File: config.mk
export PLATFORM = sky130hd
export DESIGN_NAME = calc_display_mux
export DESIGN_NICKNAME = d
export VERILOG_FILES = /design/src/rtl/calc_disp_pkg.sv /design/src/rtl/calc_display_mux_seg7_decoder.sv /design/src/rtl/calc_display_mux.sv
export SDC_FILE = /design/constraint.sdc
export NUM_CORES = 1
export LEC_CHECK = 0
export BUFFER_PORTS_ARGS = -buffer_cell sky130_fd_sc_hd__buf_2
export CORE_MARGIN = 2
export CORE_UTILIZATION = 54
export CTS_CLUSTER_SIZE = 14
export DETAILED_ROUTE_END_ITERATION = 16
export GPL_TIMING_DRIVEN = 0
export PLACE_DENSITY = 0.75
export SLEW_MARGIN = 10
export SYNTH_ARGS = -nofsm -noshare
export SYNTH_HDL_FRONTEND = slang
export SYNTH_SLANG_ARGS = --single-unit
File: constraint.sdc
create_clock -name clock -period 3.4 [get_ports clock]
set_input_delay 0.68 -clock clock [delete_from_list [all_inputs] [get_ports clock]]
set_output_delay 0.68 -clock clock [all_outputs]
set_load 0.005 [all_outputs]
File: src/rtl/calc_disp_pkg.sv
// rtl/calc_disp_pkg.sv - shared constants, display codes and segment table for calc_display_mux
//
// Purpose: core status encodings, digit count, display code enum and the
// active-low {g,f,e,d,c,b,a} segment patterns indexed by display code.
package calc_disp_pkg;

  // Core status encodings
  localparam logic [1:0] ST_ERRO   = 2'b00;
  localparam logic [1:0] ST_BUSY   = 2'b01;
  localparam logic [1:0] ST_PRONTO = 2'b10;
  localparam logic [1:0] ST_PRINT  = 2'b11;

  localparam int NUM_DIG = 8;

  typedef enum logic [3:0] {
    D0, D1, D2, D3, D4, D5, D6, D7, D8, D9,
    C_E, C_R, C_O, C_BLANK
  } disp_code_e;

  // Entry n is the pattern for display code n (D0 is the rightmost element).
  localparam logic [13:0][6:0] SEG_TABLE = {
    7'h7F, 7'h23, 7'h2F, 7'h06,
    7'h10, 7'h00, 7'h78, 7'h02, 7'h12,
    7'h19, 7'h30, 7'h24, 7'h79, 7'h40
  };

endpackage

File: src/rtl/calc_display_mux_seg7_decoder.sv
// rtl/calc_display_mux_seg7_decoder.sv - combinational display code to seven-segment pattern
//
// Ports:
//   code : display code (digit, E/r/o or blank)
//   seg  : active-low segments {g,f,e,d,c,b,a}
module seg7_decoder
  import calc_disp_pkg::*;
(
  input  disp_code_e  code,
  output logic [6:0]  seg
);

  // Codes beyond C_BLANK are not produced by the top; treat them as blank.
  always_comb begin
    seg = SEG_TABLE[C_BLANK];
    if (code <= C_BLANK) seg = SEG_TABLE[code];
  end

endmodule

File: src/rtl/calc_display_mux.sv
// rtl/calc_display_mux.sv - double-buffered 8-digit frame capture and multiplexed 7-seg display driver
//
// Ports:
//   clock, reset   : system clock; asynchronous active-high reset
//   status[1:0]    : core status (00 erro, 01 ocupado, 10 pronto, 11 imprimindo)
//   data[3:0]      : digit value from the core (10-15 shown blank)
//   pos[3:0]       : core print counter; digit pos-1 is presented while pos is 1..8
//   an[7:0]        : active-low one-hot digit enables, an[0] = units digit
//   seg[6:0]       : active-low segments {g,f,e,d,c,b,a}
//   dp             : decimal point, always off
//   err_led        : sticky error flag
//   busy_led       : registered status==ocupado
//   frame_done     : one-cycle pulse after a frame is committed to the active buffer
module calc_display_mux
  import calc_disp_pkg::*;
#(
  parameter int SCAN_DIV = 50000
) (
  input  logic       clock,
  input  logic       reset,
  input  logic [1:0] status,
  input  logic [3:0] data,
  input  logic [3:0] pos,
  output logic [7:0] an,
  output logic [6:0] seg,
  output logic       dp,
  output logic       err_led,
  output logic       busy_led,
  output logic       frame_done
);

  localparam int PW = (SCAN_DIV > 2) ? $clog2(SCAN_DIV) : 1;

  logic [3:0]         shadow [NUM_DIG];
  logic [3:0]         active [NUM_DIG];
  logic [PW-1:0]      presc;
  logic [2:0]         scan_idx;
  logic               err;

  logic               capture_en;
  logic               commit;
  logic [3:0]         pos_m1;
  logic [NUM_DIG-1:0] keep;
  logic               seen_nz;
  logic [3:0]         cur;
  disp_code_e         code;
  logic [6:0]         seg_next;

  assign capture_en = (status == ST_PRINT) && (pos != 4'd0) && (pos <= 4'd8);
  assign commit     = (status == ST_PRINT) && (pos == 4'd8);
  assign pos_m1     = pos - 4'd1;

  // keep[i]: some digit at or above i is non-zero, so digit i is not a leading zero.
  always_comb begin
    keep    = '0;
    seen_nz = 1'b0;
    for (int i = NUM_DIG - 1; i >= 0; i--) begin
      seen_nz = seen_nz | (active[i] != 4'd0);
      keep[i] = seen_nz;
    end
    keep[0] = 1'b1;
  end

  // Content of the digit being scanned, from the pre-update active buffer.
  always_comb begin
    cur  = active[scan_idx];
    code = C_BLANK;
    if (err) begin
      case (scan_idx)
        3'd3:       code = C_E;
        3'd2, 3'd1: code = C_R;
        3'd0:       code = C_O;
        default:    code = C_BLANK;
      endcase
    end else if (keep[scan_idx] && (cur <= 4'd9)) begin
      code = disp_code_e'(cur);
    end
  end

  seg7_decoder u_dec (
    .code (code),
    .seg  (seg_next)
  );

  always_ff @(posedge clock or posedge reset) begin
    if (reset) begin
      for (int i = 0; i < NUM_DIG; i++) begin
        shadow[i] <= 4'd0;
        active[i] <= 4'd0;
      end
      presc      <= '0;
      scan_idx   <= 3'd0;
      err        <= 1'b0;
      an         <= 8'hFF;
      seg        <= 7'h7F;
      busy_led   <= 1'b0;
      frame_done <= 1'b0;
    end else begin
      if (capture_en) shadow[pos_m1[2:0]] <= data;

      // Digit 7 arrives on the commit edge itself, so take it straight from data.
      if (commit) begin
        for (int i = 0; i < NUM_DIG - 1; i++) active[i] <= shadow[i];
        active[NUM_DIG-1] <= data;
      end
      frame_done <= commit;

      if (status == ST_ERRO) err <= 1'b1;
      busy_led <= (status == ST_BUSY);

      if (presc == PW'(SCAN_DIV - 1)) begin
        presc    <= '0;
        scan_idx <= scan_idx + 3'd1;
      end else begin
        presc <= presc + 1'b1;
      end

      an  <= ~(8'd1 << scan_idx);
      seg <= seg_next;
    end
  end

  assign dp      = 1'b1;
  assign err_led = err;

endmodule

==> results of run 1 <==
-- worst reg2reg max path, cell delays in order (launching register included) --
cell and delay [ns]:
dfrtp_1 0.41, nor4_1 0.44, nand2_1 0.09, o21ai_1 0.23, a31oi_4 0.20, nand2_4 0.17, o21a_1 0.22, inv_1 0.10
ha_1 0.26, mux2_4 0.27, o22a_1 0.18
-- power breakdown --
group	leakage [uW]	internal [uW]	switching, uW
logic	0.00101	184	141
registers	0.00123	1310	99.3
clock network	0.0000964	287	387
-- registers in the layout, indices dropped and copies added (netlist names) --
| signal | flops |
|---|---|
| active | 32 |
| shadow | 28 |
| presc | 16 |
| an | 8 |
| busy_led | 1 |
| seg | 7 |
| err_led | 1 |
| scan_idx | 3 |
| frame_done | 1 |
-- per-stage QoR --
stage | setup TNS, ns | hold slack (ns) | instances
after floorplan | 0 | 0.4251 | 340
after global placement | -60.69 | 0.4390 | 474
after detailed placement | 0 | 0.4475 | 475
after CTS | 0 | 0.4166 | 491
after global routing | 0 | 0.4399 | 491
final | 0 | 0.3974 | 491
-- how the worst max path moves through the flow --
stage / startpoint / to / cells past startpoint
detailed placement: pos[0] / active[0]$_DFFE_PP0P_ / 8
finish: active[1]$_DFFE_PP0P_ / seg[0]$_DFF_PP1_ / 10
CTS: active[1]$_DFFE_PP0P_ / seg[0]$_DFF_PP1_ / 10
global route: active[9]$_DFFE_PP0P_ / seg[0]$_DFF_PP1_ / 10
global placement: reset / presc[0]$_DFF_PP0_ / 2
floorplan: reset / active[0]$_DFFE_PP0P_ / 1
-- cell usage after synthesis, types with 2 or more instances --
cell      number
mux2i_4        2
inv_1         12
mux2i_1        5
nor2_1        17
o21a_1         2
mux4_1         3
buf_2          5
a21oi_1        7
xnor2_1        8
mux2_2        59
nand2_1       28
dfrtp_1       82
a31oi_4        2
dfstp_2       15
and3_1         6
o21ai_1        2
xor2_1         9
o211ai_1       2
nand3_1       12
nor4_1         6
mux4_2         5
o21ai_0        5
ha_1          13
o21bai_1       2
nor2b_1        4
a21o_1         2
clkbuf_1       3
-- kinds of logic after synthesis --
kind of cell | after synthesis | synth area share, %
AOI/OAI and AO/OA | 30 | 5.113
xor gates and xnor gates | 17 | 3.325
adders and majority gates | 13 | 3.632
buffers and inverters | 23 | 2.319
DFF | 97 | 54.62
muxes | 75 | 21.57
other | 1 | 0.08374
and+or+nand+nor | 84 | 9.333
-- layout make-up --
cell class / instances / area [um2] / area share, %
repair buffers: 30 / 172.7 / 3.479
well taps: 105 / 131.4 / 2.647
multi-input cells: 220 / 1928 / 38.85
flip-flops and latches: 97 / 2446 / 49.28
plain buffers: 10 / 55.05 / 1.109
clock buffers: 10 / 137.6 / 2.773
inverters: 13 / 51.30 / 1.034
clock inverters: 6 / 41.29 / 0.8319
-- routing by layer --
| metal | part of all wire [%] | GRT usage, % | up-vias |
|---|---|---|---|
| met5 | 0 | 0 | - |
| met4 | 1.1 | 5.556 | 0 |
| met3 | 3.7 | 4.427 | 9 |
| li1 | - | - | 1272 |
| met1 | 48 | 26.73 | 1313 |
| met2 | 48 | 31.57 | 52 |
==> summary.md, run 1 <==
| Metric | Value |
|---|---|
| RSZ-0062 raised after global routing | `false` |
| Worst hold path class | `input pin to asynchronous set/reset pin` |
| Max Slew Vio Count | `0` |
| Syn Nets | `roughly 370` |
| Area fraction of the dominant cell type after synthesis | `about 46%` |
| Synth async-reset ratio | `100.0%` |
| Iter 0 DRT Violations | `97` |
| Yosys reg bits | `97` |
| Final setup margin | `between 0.7 and 0.8 ns` |
| Setup-failing EPs final | `0` |
| First-pass GRT wire length | `13410 um` |
| Clock latency on the worst-skew pair | `between 0.3 and 0.4 ns` |
| Cts hold-fix bufs | `0` |
| Slew headroom | `about 59%` |
| Worst-Margin Slew | `about 0.62 ns` |
| Worst EP required | `3.68 ns` |
| Status | `finished clean` |
| Initial antenna violation count | `0` |
| Root buf cell | `clkbuf_8` |
| Crit path cell chain | `nor4_1, nand2_1, o21ai_1, a31oi_4, nand2_4, o21a_1, inv_1, ha_1, mux2_4, o22a_1` |
| YS warnings | `0` |
| Post-cts sizing count | `0` |
| Top FF cell, synth | `dfrtp_1` |
| Worst Reg-to-Reg Cells | `10` |
| Core area | `just over 8000 um2` |
| Drt wl/cell | `roughly 16 um` |
| DP Wirelength | `around 5800 um` |
| DRC | `0` |
| Clock Sinks | `97` |
| 1st-pass router iterations | `4` |
| Skew final | `~0.013 ns` |
| Register area share after synthesis | `between 50% and 60%` |
| GRT Resource Usage Total | `between 10% and 20%` |
| Site row count | `33` |
| Cells after Synth | `340` |
| TritonCTS Buffers | `9` |
| CP arrival | `about 2.9 ns` |
| Most frequent cells in the layout | `82 x dfrtp_1, 59 x mux2_2, 34 x buf_2` |
| Synthesized cell area | `about 4500 um2` |
| Routed vias/inst | `around 5.4` |
| Final wirelength | `just under 8000 um` |
| CTS tree | `built` |
| Area of placed instances | `between 4000 and 5000 um2` |
| Clk slew on worst S/H paths | `around 0.09 ns` |
| Antenna cells | `0` |
| Post-synth cell types | `just under 50` |
| Cell taking the most area after synthesis | `dfrtp_1` |
| Overall power | `approximately 2400 uW` |
| Endpoint type of the worst setup path | `flop` |
| Worst r2r src | `active[1]$_DFFE_PP0P_` |
| Crit path buffers/inverters | `1` |
| Global route total overflow | `0` |
| Final cell utilization of the core | `61.02%` |
| Die Span X | `~95 um` |
| Maximum vdd ir drop | `roughly 0.30 mV` |
| Post-CTS setup buffers | `0` |
| Leak pwr | `0.002342 uW` |
| CP delay by family, top | `compound AO/OA/AOI/OAI gates` |
| Routed Antenna Nets | `0` |
| Routed vias | `2646` |
| Layout Nets | `roughly 400` |
| R2R Setup Slk | `about 0.76 ns` |
| RR Endpoint | `seg[0]$_DFF_PP1_` |
| Buffers on Ports | `29` |
| Fill count | `659` |
| Post-synth EDFFs | `0` |
| Synth top area cells | `dfrtp_1 46%, mux2_2 15%, dfstp_2 8.8%` |
| Max H-tree Level | `3` |
| Vias in the first global route | `around 2700` |
| Largest net degree at the start of global routing | `between 50 and 60` |
| Post-route cell area | `around 5000 um2` |
| Type of origin of the critical path | `flop` |
| Die area | `between 9000 and 10000 um2` |
| Initial core utilization | `between 50 and 60%` |
| Post-layout min period | `~2.6 ns` |
| IO Pins | `31` |
| Die H | `~95 um` |
| Final hold viol count | `0` |
| PD cells | `between 400 and 500 nW/um2` |
| Avg Cell Area, Syn | `between 10 and 15 um2` |
| DP Worst Slack | `about 0.7 ns` |
| Commonest non-fill, non-tap cell in the layout | `dfrtp_1` |
| Fin crit share | `77.56%` |
| Layout area overhead | `10.84%` |
| Max-Cap Viols | `0` |
| Clock tree buffer depth | `2` |
| Slowest cell on crit path | `nor4_1` |
| Layout cells sized above 1 | `between 30% and 40%` |
| CP max stage delay | `approximately 0.44 ns` |
| Fmax | `roughly 0.38 GHz` |
| Final GP Congestion | `0.8267` |
| Crit Path Max Fanout | `7` |
| CP Class | `flop to flop` |
Note: power is estimated with default switching activity, not from simulation.
==> run 2, diff against run 1 <==
Settings changed: CORE_UTILIZATION 54 to 55, PLACE_DENSITY 0.75 to 0.74.
Clock period 3.4 ns to 2.69 ns, I/O delays scaled along.
==> run 2 against run 1 <==
Effect of this change: register-to-register slack got worse by 0.63 ns; via count increased by 0.91%; design area increased by 0.98%; critical endpoint unchanged; critical path depth decreased by 2; setup slack got worse by 0.63 ns; critical path type unchanged; routed wire length decreased by 2.9%; utilization increased by 3.2 points; clock power increased by 31%; sequential power increased by 26%; first-iteration DRC count increased by 23%; combinational power increased by 31%.
==> summary.md, run 2 (same netlist as run 1, synthesis figures left out) <==
| Metric | Value |
|---|---|
| Status | `finished clean` |
| Routed vias/inst | `approximately 5.5` |
| Post-layout min period | `between 2 and 3 ns` |
| Crit Path Max Fanout | `10` |
| Largest net degree at the start of global routing | `roughly 40` |
| R2R Setup Slk | `roughly 0.13 ns` |
| Vias in the first global route | `2761` |
| Setup-failing EPs final | `0` |
| Clock power share | `between 20% and 30%` |
| Worst-Margin Slew | `0.6449 ns` |
| Site row count | `32` |
| Post-CTS setup buffers | `0` |
| Leak pwr | `approximately 0.0023 uW` |
| RSZ-0062 raised after global routing | `false` |
| RR Endpoint | `seg[0]$_DFF_PP1_` |
| Placed Cells | `473` |
| Comb power frac | `13.8%` |
| Maximum vdd ir drop | `between 0.3 and 0.4 mV` |
| P_sw | `~800 uW` |
| Most frequent cells in the layout | `82 x dfrtp_1, 59 x mux2_2, 34 x buf_2` |
| Setup tns final | `0 ns` |
| Routed vias | `roughly 2700` |
| Final non-filler cell total | `489` |
| Die Span X | `94.23 um` |
| CTS tree | `built` |
| Antenna cells | `0` |
| Overall power | `3088 uW` |
| Commonest non-fill, non-tap cell in the layout | `dfrtp_1` |
| Worst hold path class | `input pin to asynchronous set/reset pin` |
| Worst r2r src | `scan_idx[0]$_DFFE_PP0N_` |
| Layout Nets | `between 400 and 500` |
| Final wirelength | `between 7000 and 8000 um` |
| 1st-pass router iterations | `4` |
| Reg with most FFs | `active` |
| Fmax | `around 0.39 GHz` |
| Clock Sinks | `just under 100` |
| Initial antenna violation count | `0` |
| TritonCTS Buffers | `9` |
| IO Pins | `31` |
| DP Wirelength | `around 5600 um` |
| Global route total overflow | `0` |
| Iter 0 DRT Violations | `119` |
| Cts hold-fix bufs | `0` |
| CP max stage delay | `around 0.55 ns` |
| CP Class | `flop to flop` |
| Fin crit share | `around 95%` |
| PD cells | `between 600 and 700 nW/um2` |
| Post-cts sizing count | `0` |
| Clock latency on the worst-skew pair | `approximately 0.36 ns` |
| Layout cells sized above 1 | `38.24%` |
| Core area | `approximately 7800 um2` |
| Worst EP required | `just under 3 ns` |
| Root buf cell | `clkbuf_8` |
| GRT Resource Usage Total | `about a fifth` |
| Buffers on Ports | `29` |
| Die H | `94.23 um` |
| Final GP Congestion | `roughly 0.82` |
| Drt wl/cell | `around 16 um` |
| Slowest cell on crit path | `mux4_2` |
| First-pass GRT wire length | `roughly 13000 um` |
| Skew final | `between 0.01 and 0.015 ns` |
| Flop pwr share | `between 50% and 60%` |
| Final hold viol count | `0` |
| Type of origin of the critical path | `flop` |
| DP Worst Slack | `roughly 0.08 ns` |
| Clock tree buffer depth | `2` |
| Largest register FFs | `32` |
| Max H-tree Level | `3` |
| Slew headroom | `between 50% and 60%` |
| Max Slew Vio Count | `0` |
| Clk slew on worst S/H paths | `about 0.090 ns` |
| Worst Reg-to-Reg Cells | `8` |
| DRC | `0` |
| Routed Antenna Nets | `0` |
| Die area | `slightly below 9000 um2` |
| Fill count | `just over 600` |
| Final setup margin | `about 0.13 ns` |
| Max-Cap Viols | `0` |
| Endpoint type of the worst setup path | `flop` |
| Crit path cell chain | `buf_6, mux4_2, mux2i_4, nand2_4, o21a_1, ha_1, mux2_4, o22a_1` |
| Power Internal | `roughly 2300 uW` |
| Final cell utilization of the core | `about 64%` |
| Biggest regs | `active: 32 flops, shadow: 28 flops, presc: 16 flops` |
| Sw Ratio | `25.83%` |
| CP arrival | `approximately 2.9 ns` |
| Layout area overhead | `11.93%` |
| Initial core utilization | `57.36%` |
## run 2: changes by cell type in the layout (fill, tap and decap cells not counted), sizes merged
cell      before  now
clkbuf        13   16
clkinvlp       0    3
buf           37   38
inv           14   13
clkinv         5    0
## run 2: how the worst max path moves through the flow
stage | from | to | slack [ns] | cells after the start
after floorplan | scan_idx[0]$_DFFE_PP0N_ | seg[0]$_DFF_PP1_ | 0.33 | 8
after global placement | scan_idx[0]$_DFFE_PP0N_ | seg[0]$_DFF_PP1_ | 0.15 | 9
after detailed placement | scan_idx[0]$_DFFE_PP0N_ | seg[0]$_DFF_PP1_ | 0.08 | 9
after CTS | scan_idx[0]$_DFFE_PP0N_ | seg[0]$_DFF_PP1_ | 0.06 | 9
after global routing | active[5]$_DFFE_PP0P_ | seg[0]$_DFF_PP1_ | 0.0009 | 10
final | scan_idx[0]$_DFFE_PP0N_ | seg[0]$_DFF_PP1_ | 0.13 | 8
## run 2: stage by stage
stage          hold slack, ns  cell area (um2)
2_1_floorplan          0.4251             4482
3_3_place_gp           0.4392             4755
3_5_place_dp           0.4523             4795
4_1_cts                0.2637             4977
5_1_grt                0.3068             5012
6_report               0.2609             5012
## run 2: worst max-delay path, delay by kind of cell (launching register included)
family	cells	cell delay, ns
compound gates	2	0.42
fa+ha+maj	1	0.24
buf+inv	1	0.19
flops	1	0.44
mux	3	1.08
simple gates	1	0.13
## run 2: layout make-up
type	count	area, um2	area share (%)
clock inverter	3	23.77	0.4743
buffer	10	55.05	1.098
inverter	13	52.55	1.048
timing repair buffer	31	185.2	3.694
tap	102	127.6	2.546
multi-input combinational	220	1963	39.17
sequential	97	2446	48.80
clock buffer	13	158.9	3.170
## run 2: per-layer routing
layer | wire length [um] | GRT usage (%) | part of all wire, % | vias up
li1 | - | - | - | 1274
met1 | 3649 | 26.86 | 47 | 1330
met2 | 3695 | 31.13 | 48 | 54
met3 | 207 | 2.729 | 2.7 | 12
met4 | 132 | 8.575 | 1.7 | 0
met5 | 0 | 0 | 0 | -
## run 2: power groups by stage
stage	Combinational, uW	Clock [uW]	Sequential [uW]
after floorplan	341	0	1750
after global placement	395	0	1790
after detailed placement	418	0	1800
after CTS	418	906	1770
after global routing	471	968	1810
final	426	882	1780
